### config.mk
export PLATFORM = sky130hd
export DESIGN_NAME = bcd_to_bin_seq
export DESIGN_NICKNAME = d
export VERILOG_FILES = /design/src/rtl/bcd_to_bin_seq.sv
export SDC_FILE = /design/constraint.sdc
export NUM_CORES = 1
export LEC_CHECK = 0
export ABC_AREA = 1
export CORE_UTILIZATION = 40
export CTS_CLUSTER_DIAMETER = 120
export DETAILED_ROUTE_END_ITERATION = 8
export PLACE_DENSITY = 0.7
export SLEW_MARGIN = 30
export SYNTH_ARGS = -nofsm -noshare
export SYNTH_HDL_FRONTEND = slang
export SYNTH_SLANG_ARGS = --single-unit
export TNS_END_PERCENT = 5
### constraint.sdc
create_clock -name clk -period 1.4 [get_ports clk]
set_input_delay 0.42 -clock clk [delete_from_list [all_inputs] [get_ports clk]]
set_output_delay 0.42 -clock clk [all_outputs]
set_load 0.05 [all_outputs]
### src/rtl/bcd_to_bin_seq.sv
// bcd_to_bin_seq: sequential four-digit BCD to 10-bit binary converter.
// Uses reverse double-dabble: 14 right shifts of {bcd, bin}, and after each
// shift every BCD digit >= 8 is reduced by 3.
// Optional feature macro: BCD_TO_BIN_ERR_CHECK_EN
//   defined   -> invalid digits (> 9) finish at once with err=1, and results
//                above 1023 report err=1 with bin_out=0.
//   undefined -> err is always 0 and the result is truncated to 10 bits.
module bcd_to_bin_seq (
  input  logic        clk,
  input  logic        rst_n,
  input  logic        start,
  input  logic [15:0] bcd_in,
  output logic        busy,
  output logic        done,
  output logic [9:0]  bin_out,
  output logic        err
);

  localparam int unsigned BCD_W  = 16;
  localparam int unsigned BIN_W  = 14;
  localparam int unsigned OUT_W  = 10;
  localparam int unsigned CNT_W  = 4;
  localparam int unsigned DIG_W  = 4;
  localparam int unsigned N_DIG  = BCD_W / DIG_W;
  localparam int unsigned N_ITER = 14;

  localparam logic [1:0] S_IDLE  = 2'd0;
  localparam logic [1:0] S_SHIFT = 2'd1;
  localparam logic [1:0] S_DONE  = 2'd2;

  logic [1:0]       state_q,   state_d;
  logic [BCD_W-1:0] bcd_q,     bcd_d;
  logic [BIN_W-1:0] bin_q,     bin_d;
  logic [CNT_W-1:0] cnt_q,     cnt_d;
  logic             busy_q,    busy_d;
  logic             done_q,    done_d;
  logic [OUT_W-1:0] bin_out_q, bin_out_d;
  logic             err_q,     err_d;

  logic [BCD_W-1:0] bcd_sh;
  logic [BCD_W-1:0] bcd_adj;
  logic [BIN_W-1:0] bin_sh;
  logic             last_iter;

  // Reduce one BCD digit by 3 when it is 8 or more (never underflows).
  function automatic logic [DIG_W-1:0] dig_adjust(input logic [DIG_W-1:0] d);
    logic [DIG_W-1:0] r;
    r = d;
    if (d >= DIG_W'(8)) begin
      r = d - DIG_W'(3);
    end
    return r;
  endfunction

  // One reverse double-dabble step on the current register contents.
  always_comb begin
    bcd_sh  = {1'b0, bcd_q[BCD_W-1:1]};
    bin_sh  = {bcd_q[0], bin_q[BIN_W-1:1]};
    bcd_adj = bcd_sh;
    for (int unsigned i = 0; i < N_DIG; i++) begin
      bcd_adj[i*DIG_W +: DIG_W] = dig_adjust(bcd_sh[i*DIG_W +: DIG_W]);
    end
  end

  assign last_iter = (cnt_q == CNT_W'(N_ITER - 1));

`ifdef BCD_TO_BIN_ERR_CHECK_EN
  logic digit_bad;
  logic overflow;

  // Digit validity of the captured word and range check of the final result.
  always_comb begin
    digit_bad = 1'b0;
    for (int unsigned i = 0; i < N_DIG; i++) begin
      if (bcd_q[i*DIG_W +: DIG_W] > DIG_W'(9)) begin
        digit_bad = 1'b1;
      end
    end
    overflow = (bin_sh[BIN_W-1:OUT_W] != '0);
  end
`endif

  // Next-state and registered-output logic.
  always_comb begin
    state_d   = state_q;
    bcd_d     = bcd_q;
    bin_d     = bin_q;
    cnt_d     = cnt_q;
    busy_d    = busy_q;
    done_d    = 1'b0;
    bin_out_d = bin_out_q;
    err_d     = err_q;

    case (state_q)
      S_IDLE: begin
        busy_d = 1'b0;
        if (start) begin
          bcd_d   = bcd_in;
          bin_d   = '0;
          cnt_d   = '0;
          busy_d  = 1'b1;
          state_d = S_SHIFT;
        end
      end

      S_SHIFT: begin
`ifdef BCD_TO_BIN_ERR_CHECK_EN
        if ((cnt_q == '0) && digit_bad) begin
          // Malformed input: skip the conversion entirely.
          bin_out_d = '0;
          err_d     = 1'b1;
          done_d    = 1'b1;
          state_d   = S_DONE;
        end else begin
          bcd_d = bcd_adj;
          bin_d = bin_sh;
          cnt_d = cnt_q + CNT_W'(1);
          if (last_iter) begin
            bin_out_d = overflow ? '0 : bin_sh[OUT_W-1:0];
            err_d     = overflow;
            done_d    = 1'b1;
            state_d   = S_DONE;
          end
        end
`else
        bcd_d = bcd_adj;
        bin_d = bin_sh;
        cnt_d = cnt_q + CNT_W'(1);
        if (last_iter) begin
          bin_out_d = bin_sh[OUT_W-1:0];
          err_d     = 1'b0;
          done_d    = 1'b1;
          state_d   = S_DONE;
        end
`endif
      end

      S_DONE: begin
        busy_d  = 1'b0;
        state_d = S_IDLE;
      end

      default: begin
        busy_d  = 1'b0;
        state_d = S_IDLE;
      end
    endcase
  end

  // State and output registers with asynchronous clear.
  always_ff @(posedge clk or negedge rst_n) begin
    if (!rst_n) begin
      state_q   <= S_IDLE;
      bcd_q     <= '0;
      bin_q     <= '0;
      cnt_q     <= '0;
      busy_q    <= 1'b0;
      done_q    <= 1'b0;
      bin_out_q <= '0;
      err_q     <= 1'b0;
    end else begin
      state_q   <= state_d;
      bcd_q     <= bcd_d;
      bin_q     <= bin_d;
      cnt_q     <= cnt_d;
      busy_q    <= busy_d;
      done_q    <= done_d;
      bin_out_q <= bin_out_d;
      err_q     <= err_d;
    end
  end

  assign busy    = busy_q;
  assign done    = done_q;
  assign bin_out = bin_out_q;
  assign err     = err_q;

endmodule

Word level (Yosys, flattened, before mapping)
Cells that the tools add are included.
{"block": "classes", "n_addsub": 4, "magnitude_cmp": 3, "n_eq_ne": 4, "n_mux": 16, "reduce_logical": 5}
{"operator": "case mux 16 bit (2 select lines)", "count": 1}
{"operator": "case mux 14 bit (2 select lines)", "count": 1}
{"operator": "two-way mux 16 bit", "count": 1}
{"operator": "two-way mux 4 bit", "count": 4}
{"operator": "two-way mux 14 bit", "count": 1}
{"operator": "greater-or-equal comparator 4 bit, second input constant", "count": 3}
{"operator": "subtractor 4 x 2 -> 4 bit, second input constant", "count": 3}
{"operator": "case mux 4 bit (2 select lines)", "count": 1}
{"operator": "AND reduction 2 bit", "count": 3}
{"operator": "adder 4 x 1 -> 4 bit, second input constant", "count": 1}
{"operator": "equality test 4 bit, second input constant", "count": 1}
{"operator": "two-way mux 2 bit", "count": 2}
{"operator": "!= test 2 bit, second input constant", "count": 2}
{"operator": "case mux 2 bit (2 select lines)", "count": 1}
{"operator": "two-way mux 1 bit", "count": 3}
{"operator": "equality test 2 x 1 -> 1 bit, second input constant", "count": 1}
{"operator": "zero test 2 bit", "count": 1}
{"operator": "case mux 1 bit (2 select lines)", "count": 1}
{"operator": "nonzero test 2 bit", "count": 1}
{"block": "word_totals", "regBits": 48, "inputBits": 19, "output_inout_bits": 13, "word_cells": 39}

Depth between registers and ports, before layout
{"block": "logic_depth", "ltp_word": 3, "mapped_depth": 8, "ltp_nobuf": 8}

Least setup slack after synthesis
Ideal clock, no wire load.
{"block": "synth_timing", "path_type": "reg2reg", "startpoint": "reg cnt_q[0]", "endpoint": "reg bin_out_q[2], in the netlist bin_out[2]", "setup_ns": 0.067, "t_arrival_ns": 1.162, "t_required_ns": 1.333, "path_slack_ns": 0.171, "path_stages_with_launch": 6, "path_buffers": 1, "synth_period_minus_slack_ns": 1.229, "cell_sequence": "dfrtp_1 ha_1 nand3_1 clkbuf_1 o21ai_0 nand2_1"}
{"block": "synth_via", "elab_chain_len": 2}
{"item": "start, declared", "line_no": "34", "rtl": "logic [CNT_W-1:0] cnt_q, cnt_d;"}
{"item": "start signal, assigned", "line_no": "165", "rtl": "cnt_q <= cnt_d;"}
{"item": "equality test 4 bit", "line_no": "65", "rtl": "assign last_iter = (cnt_q == CNT_W'(N_ITER - 1));"}
{"item": "AND reduction 2 bit (no line)"}
{"item": "end signal, assigned", "line_no": "168", "rtl": "bin_out_q <= bin_out_d;"}
{"item": "end, declared", "line_no": "37", "rtl": "logic [OUT_W-1:0] bin_out_q, bin_out_d;"}
Every way passes these cells.
A chain may end at the register's enable or synchronous reset.

Worst setup path after layout
{"block": "layout_timing", "startpoint": "in start", "endpoint": "reg bcd_q[2]"}
{"block": "layout_via", "elab_chain_len": 2}
{"item": "start, declared", "line_no": "11", "rtl": "input logic start,"}
{"item": "!= test 2 bit (no line)"}
{"item": "AND reduction 2 bit (no line)"}
{"item": "end signal, assigned", "line_no": "154", "rtl": "bcd_q <= '0;"}
{"item": "end signal, assigned", "line_no": "163", "rtl": "bcd_q <= bcd_d;"}
{"item": "end, declared", "line_no": "32", "rtl": "logic [BCD_W-1:0] bcd_q, bcd_d;"}
Every way passes these cells.

==> impl_metrics.yaml <==
global_routing:
  grt_pass1_vias: 1808
  grt_first_pass_wirelength_mm: 7.95
  grt_remaining_overflow: 0
  global_route.usage.total_pct: 16.7
  grt_max_degree: 48
  grt_antenna_before_repair: 0
logic_synthesis:
  synthesis.instances: 274
  ys_dominant_reg_cell: "dfrtp_1"
  complex_gate_fraction_of_the_synthesized_area_pct: 11.1
  ys_seq_elements: 47
  yosys.area_share.simple_pct: 23.3
  avgSynthCellArea_sq_um: 8.48
  area_of_the_mapped_netlist_sq_mm: 0.00232
  synth_area_leader_cell: "dfrtp_1"
  synth_top_cell_area_share_pct: 50.6
  synth_adder_area_share_pct: 4.31
  most_common_cell_in_the_netlist: "nand2_1"
  synth-edff-count: 0
  asyncSetResetFlopFracSynth_pct: 100
  syn_nets: 301
  synth.lib_cells_used.distinct: 25
  post_synth_main_area_contributors: "dfrtp_1 (51%), nand2_1 (14%), inv_1 (5.8%)"
  synth.yosys.warnings: 0
  largest_family_of_logic_cells_by_synthesized_area: "simple AND/OR/NAND/NOR gates"
  synthMuxAreaShare_pct: 0
  sequential_cell_area_fraction_in_the_yosys_report_pct: 50.6
  post_synth_xor_area_fraction_pct: 0
  ys_top_cells_by_count: "nand2_1 (89), dfrtp_1 (47), inv_1 (36)"
critical_path:
  worstPathMaxFanout: 12
  worst-setup-path-type: "input pin to flop"
  required_ps: 1590
  crit_path_max_incr_delay_ps: 590
  ff2ff_setup_slack_ps: 90
  cp_slowest_cell: "clkdlybuf4s50_1"
  worst_ep_arrival_time_ps: 1510
  rr_startpoint: "cnt_q[1]"
  endpoint_kind: "flop"
  setup.worst_path.start: "start"
  timing.critical_path.cells: "clkdlybuf4s50_1, nand2_4, nand2_8, inv_2, nand2_1, nand3_1"
  worst_setup_path_start_kind: "input pin"
route:
  drt_total_wl_mm: 4.64
  vias_per_cell: 4.79
  drt_iter0_drc: 90
  drtPass1Iterations: 4
  num_vias: 1863
  routedWlPerCell_um: 11.9
  drcViolationCount: 0
  ant_nets: 0
timing:
  finalCritPeriodShare_pct: 94.5
  fmaxAchievable_ghz: 0.756
  finalSetupTns_ps: 0
  drv_slew: 0
  setup_viol: 0
  report.final.hold_viol_count: 0
  final.min_clock_period_ps: 1320
  fin_worst_hold_slack_ps: 76.0
  clock_skew_ps: 6.52
worst_hold_path:
  hp-class: "input pin to async pin"
clock_network:
  clockBufferDepth: 2
  htreeDepth: 2
  clkSinkCount: 47
  clk_root_buffer_cell: "clkbuf_8"
  cts-buffers-inserted: 5
  clk_pin_slew_ps: 80
  worst_skew_pair.late_latency_ps: 300
  tritoncts: "yes"
  holdBufCountCts: 0
pwr:
  power_density_mw_per_mm2: 2360
  max-vdd-ir-drop_v: 0.00102
  static-leakage-power_nw: 1.50
placement:
  dp_area_sq_mm: 0.00288
  port-buffer-count: 30
  dpl.hpwl_mm: 3.30
  finalWeightedCongestion: 0.781
  place_inst: 381
floorplan:
  die-height_um: 78.2
  floorplan.io_pins: 32
  fp.dieW_um: 78.2
  starting_density_of_the_core_pct: 41.9
  die_area_sq_mm: 0.00611
  num_rows: 27
  placeableCoreArea_sq_mm: 0.00554
layout:
  drive_gt1_share_pct: 15.1
  multi_input_comb_area_sq_um: 908
  final_area_sq_mm: 0.00301
  final-seq-area_sq_mm: 0.00118
  fin_cells: 389
  final_nets: 344
  antenna-diode-count: 0
  area_growth_syn_to_layout_pct: 29.7
  n_fill_cell: 518
job:
  max_cap_violations: 0
run_status:
  run_status: "finished, final reports clean"
power breakdown:
part	internal [mW]	switching [mW]
Clock	0.522	0.472
Combinational	1.60	2.02
Sequential	1.97	0.520
area by class of cell:
| cell class | instances | area share [%] |
|---|---|---|
| flip-flops and latches | 47 | 39.0 |
| repair buffers | 46 | 19.4 |
| clock inverters | 2 | 1.25 |
| clock buffers | 5 | 2.28 |
| inverters | 39 | 4.86 |
| well taps | 72 | 2.99 |
| multi-input cells | 178 | 30.1 |
kinds of logic (layout without fill, tap and decap cells):
kind of cell | after synthesis | count (layout)
buffers and inverters | 49 | 92
other | 1 | 1
AND/OR/NAND/NOR | 124 | 124
flip-flops | 47 | 47
adder cells (fa/ha/maj) | 8 | 8
AO/OA/AOI/OAI | 45 | 45
timing repair:
action                     4_1_cts  5_1_grt
gates resized for setup          0        1
buffers inserted                 0        1
setup endpoints to repair        0        9
flip-flops by register name, summed over array words and instances, names as in the netlist:
| signal | flops |
|---|---|
| bcd_q | 16 |
| bin_q | 13 |
| bin_out | 10 |
| cnt_q | 4 |
| state_q | 2 |
| busy | 1 |
| done | 1 |
worst max-delay path, delay by kind of cell:
family,cells,cell delay (ps)
buffers and inverters,2,670
and+or+nand+nor,4,430
layer usage:
layer  part of all wire [%]  GRT usage (%)  up-vias
met5                      0              0        -
met3                    2.4           3.72        5
li1                       -              -      941
met1                     48           21.6      895
met4                    1.7           7.04        0
met2                     47           26.9       22
per-stage QoR:
| stage | utilization [%] | total power, mW | setup slack (ps) |
|---|---|---|---|
| after floorplan | - | 4.73 | 171 |
| after global placement | 52.0 | 6.04 | -189 |
| after detailed placement | 52.0 | 6.13 | -241 |
| after CTS | 53.9 | 7.12 | 35.4 |
| after global routing | 54.4 | 7.64 | -0.823 |
| final | 54.4 | 7.11 | 76.8 |
cells in the final DEF (no fill, tap or decap):
master	count
dfrtp_1	47
nand2_1	89
conb_1	1
a21oi_1	9
inv_1	36
buf_4	12
o21ai_0	17
o21ai_2	2
bufinv_16	1
clkinvlp_4	1
nand2_4	2
nor2_1	12
nand2_8	1
a21oi_2	1
o211ai_1	1
buf_2	1
nand3b_1	3
inv_2	3
o22ai_1	13
buf_12	16
nand3_2	1
ha_1	8
nand3_1	14
clkdlybuf4s50_1	17
nor2_4	2
a21boi_1	1
clkbuf_8	5
o21ai_1	1
final timing paths:
kind                       cells past startpoint    endpoint
max                                            6    bcd_q[2]
min reg2reg                                    2  bin_out[6]
max in group asynchronous                      2    cnt_q[2]
max reg2reg                                    6  bin_out[2]
min in group clk                               2  bin_out[6]
min                                            2    bcd_q[1]
No activity file was read; power rests on OpenSTA's default activity.
==> RTL edit, RTL diff (same settings) <==
The option `BCD_TO_BIN_ERR_CHECK_EN` is turned on by a define.
--- a/src/rtl/bcd_to_bin_seq.sv
+++ b/src/rtl/bcd_to_bin_seq.sv
@@ -5,6 +5,8 @@
 //   defined   -> invalid digits (> 9) finish at once with err=1, and results
 //                above 1023 report err=1 with bin_out=0.
 //   undefined -> err is always 0 and the result is truncated to 10 bits.
+`define BCD_TO_BIN_ERR_CHECK_EN
+
 module bcd_to_bin_seq (
   input  logic        clk,
   input  logic        rst_n,
Behaviour: not the same (a bounded check fails within 4 cycles, from zero or initial values and one cycle with rst_n low).
==> RTL edit against the unedited design <==
The run now ends with setup timing left; sequential cell count is 1 higher; sequential share of layout area is 2.4 points lower; power is 1.8% higher; die area is 8.3% higher; count of clock-buffer cells in the layout stayed put; wire length is 15% higher; area after synthesis is 8.5% higher; clock power is 20% lower; final area is 8.9% higher; setup slack worse by 0.087 ns; critical endpoint is now bcd_q[3]; largest cell class unchanged; highest routed layer unchanged.
==> RTL edit: results (changes against the unedited design) <==
Status
  • Status: finished, violations left
  • Violations in the final reports: setup timing

STA
  • # setup viols final: 8 (+8)
  • WHS: 0.0735 ns (-0.00252 ns)
  • Clock Skew: 0.00416 ns (-0.00236 ns)
  • Fin worst setup slack: -0.00986 ns (-0.0867 ns)

Detailed routing
  • DRT Wirelength: 5320 um (+15%)
  • Initial DRC Count: 173 (+92%)
  • Vias: 2198 (+18%)

Cells and area
  • Layout Nets: 390 (+13%)
  • Fillers: 521 (+0.58%)
  • Finished Core Util: 54.8% (+0.38 points)

Place
  • Placer Congestion: 0.756 (-3.2%)
  • HPWL after detailed placement: 3710 um (+12%)

Worst setup path
  • Critical-path maximum fanout: 6 (-6)
  • Critical path type: flip-flop to flip-flop
  • Reg-to-reg endpoint: bcd_q[3]
  • Critical path arrival: 1.61 ns (+0.10 ns)

Global route
  • First-pass GRT wire length: 9090 um (+14%)
  • Vias in the first global route: 2112 (+17%)
  • Global-route met2 utilization: 30.1% (+3.2 points)
  • Gr usage total: 17.8% (+1.2 points)

Synth
  • Post-synth top cells: nand2_1 (99), dfrtp_1 (48), nand3_1 (46)
  • Synth Area in XOR/XNOR: 1.39% (+1.4 points)
  • Sequential fraction of the synthesis area: 47.7% (-3.0 points)
  • Synth area leaders: dfrtp_1 (48%), nand2_1 (15%), nand3_1 (9.1%)
  • Compound-Gate Fraction of Synth Area: 4.77% (-6.3 points)

Power
  • Internal power: 3.92 mW (-4.3%)
  • VDD IR max: 1.14 mV (+12%)
[RTL edit: cell types whose count changed after synthesis, moves of 4 or more]
cell | before | now
a21oi_1 | 9 | 5
nand3_1 | 15 | 46
inv_1 | 36 | 20
buf_2 | 1 | 8
o22ai_1 | 13 | 0
nand4_1 | 0 | 17
nor2_1 | 12 | 22
nand2_1 | 89 | 99
[RTL edit: stage by stage]
stage / std cells / setup TNS, ns
final: 437 / -0.0398
after global routing: 437 / -4.68
after CTS: 437 / -0.675
after detailed placement: 430 / -3.39
after global placement: 430 / -2.88
after floorplan: 315 / -0.199
[RTL edit: layer usage]
layer	part of all wire (%)	wire length [um]
met1	47	2490
met3	2.8	150
met5	0	0
met2	49	2590
met4	1.7	91
[RTL edit: layout make-up]
class                      count  share of cell area (%)
timing repair buffer          56                    20.5
tap                           75                    2.86
clock inverter                 2                   0.381
sequential                    48                    36.6
clock buffer                   5                    2.10
multi-input combinational    229                    35.0
inverter                      22                    2.52
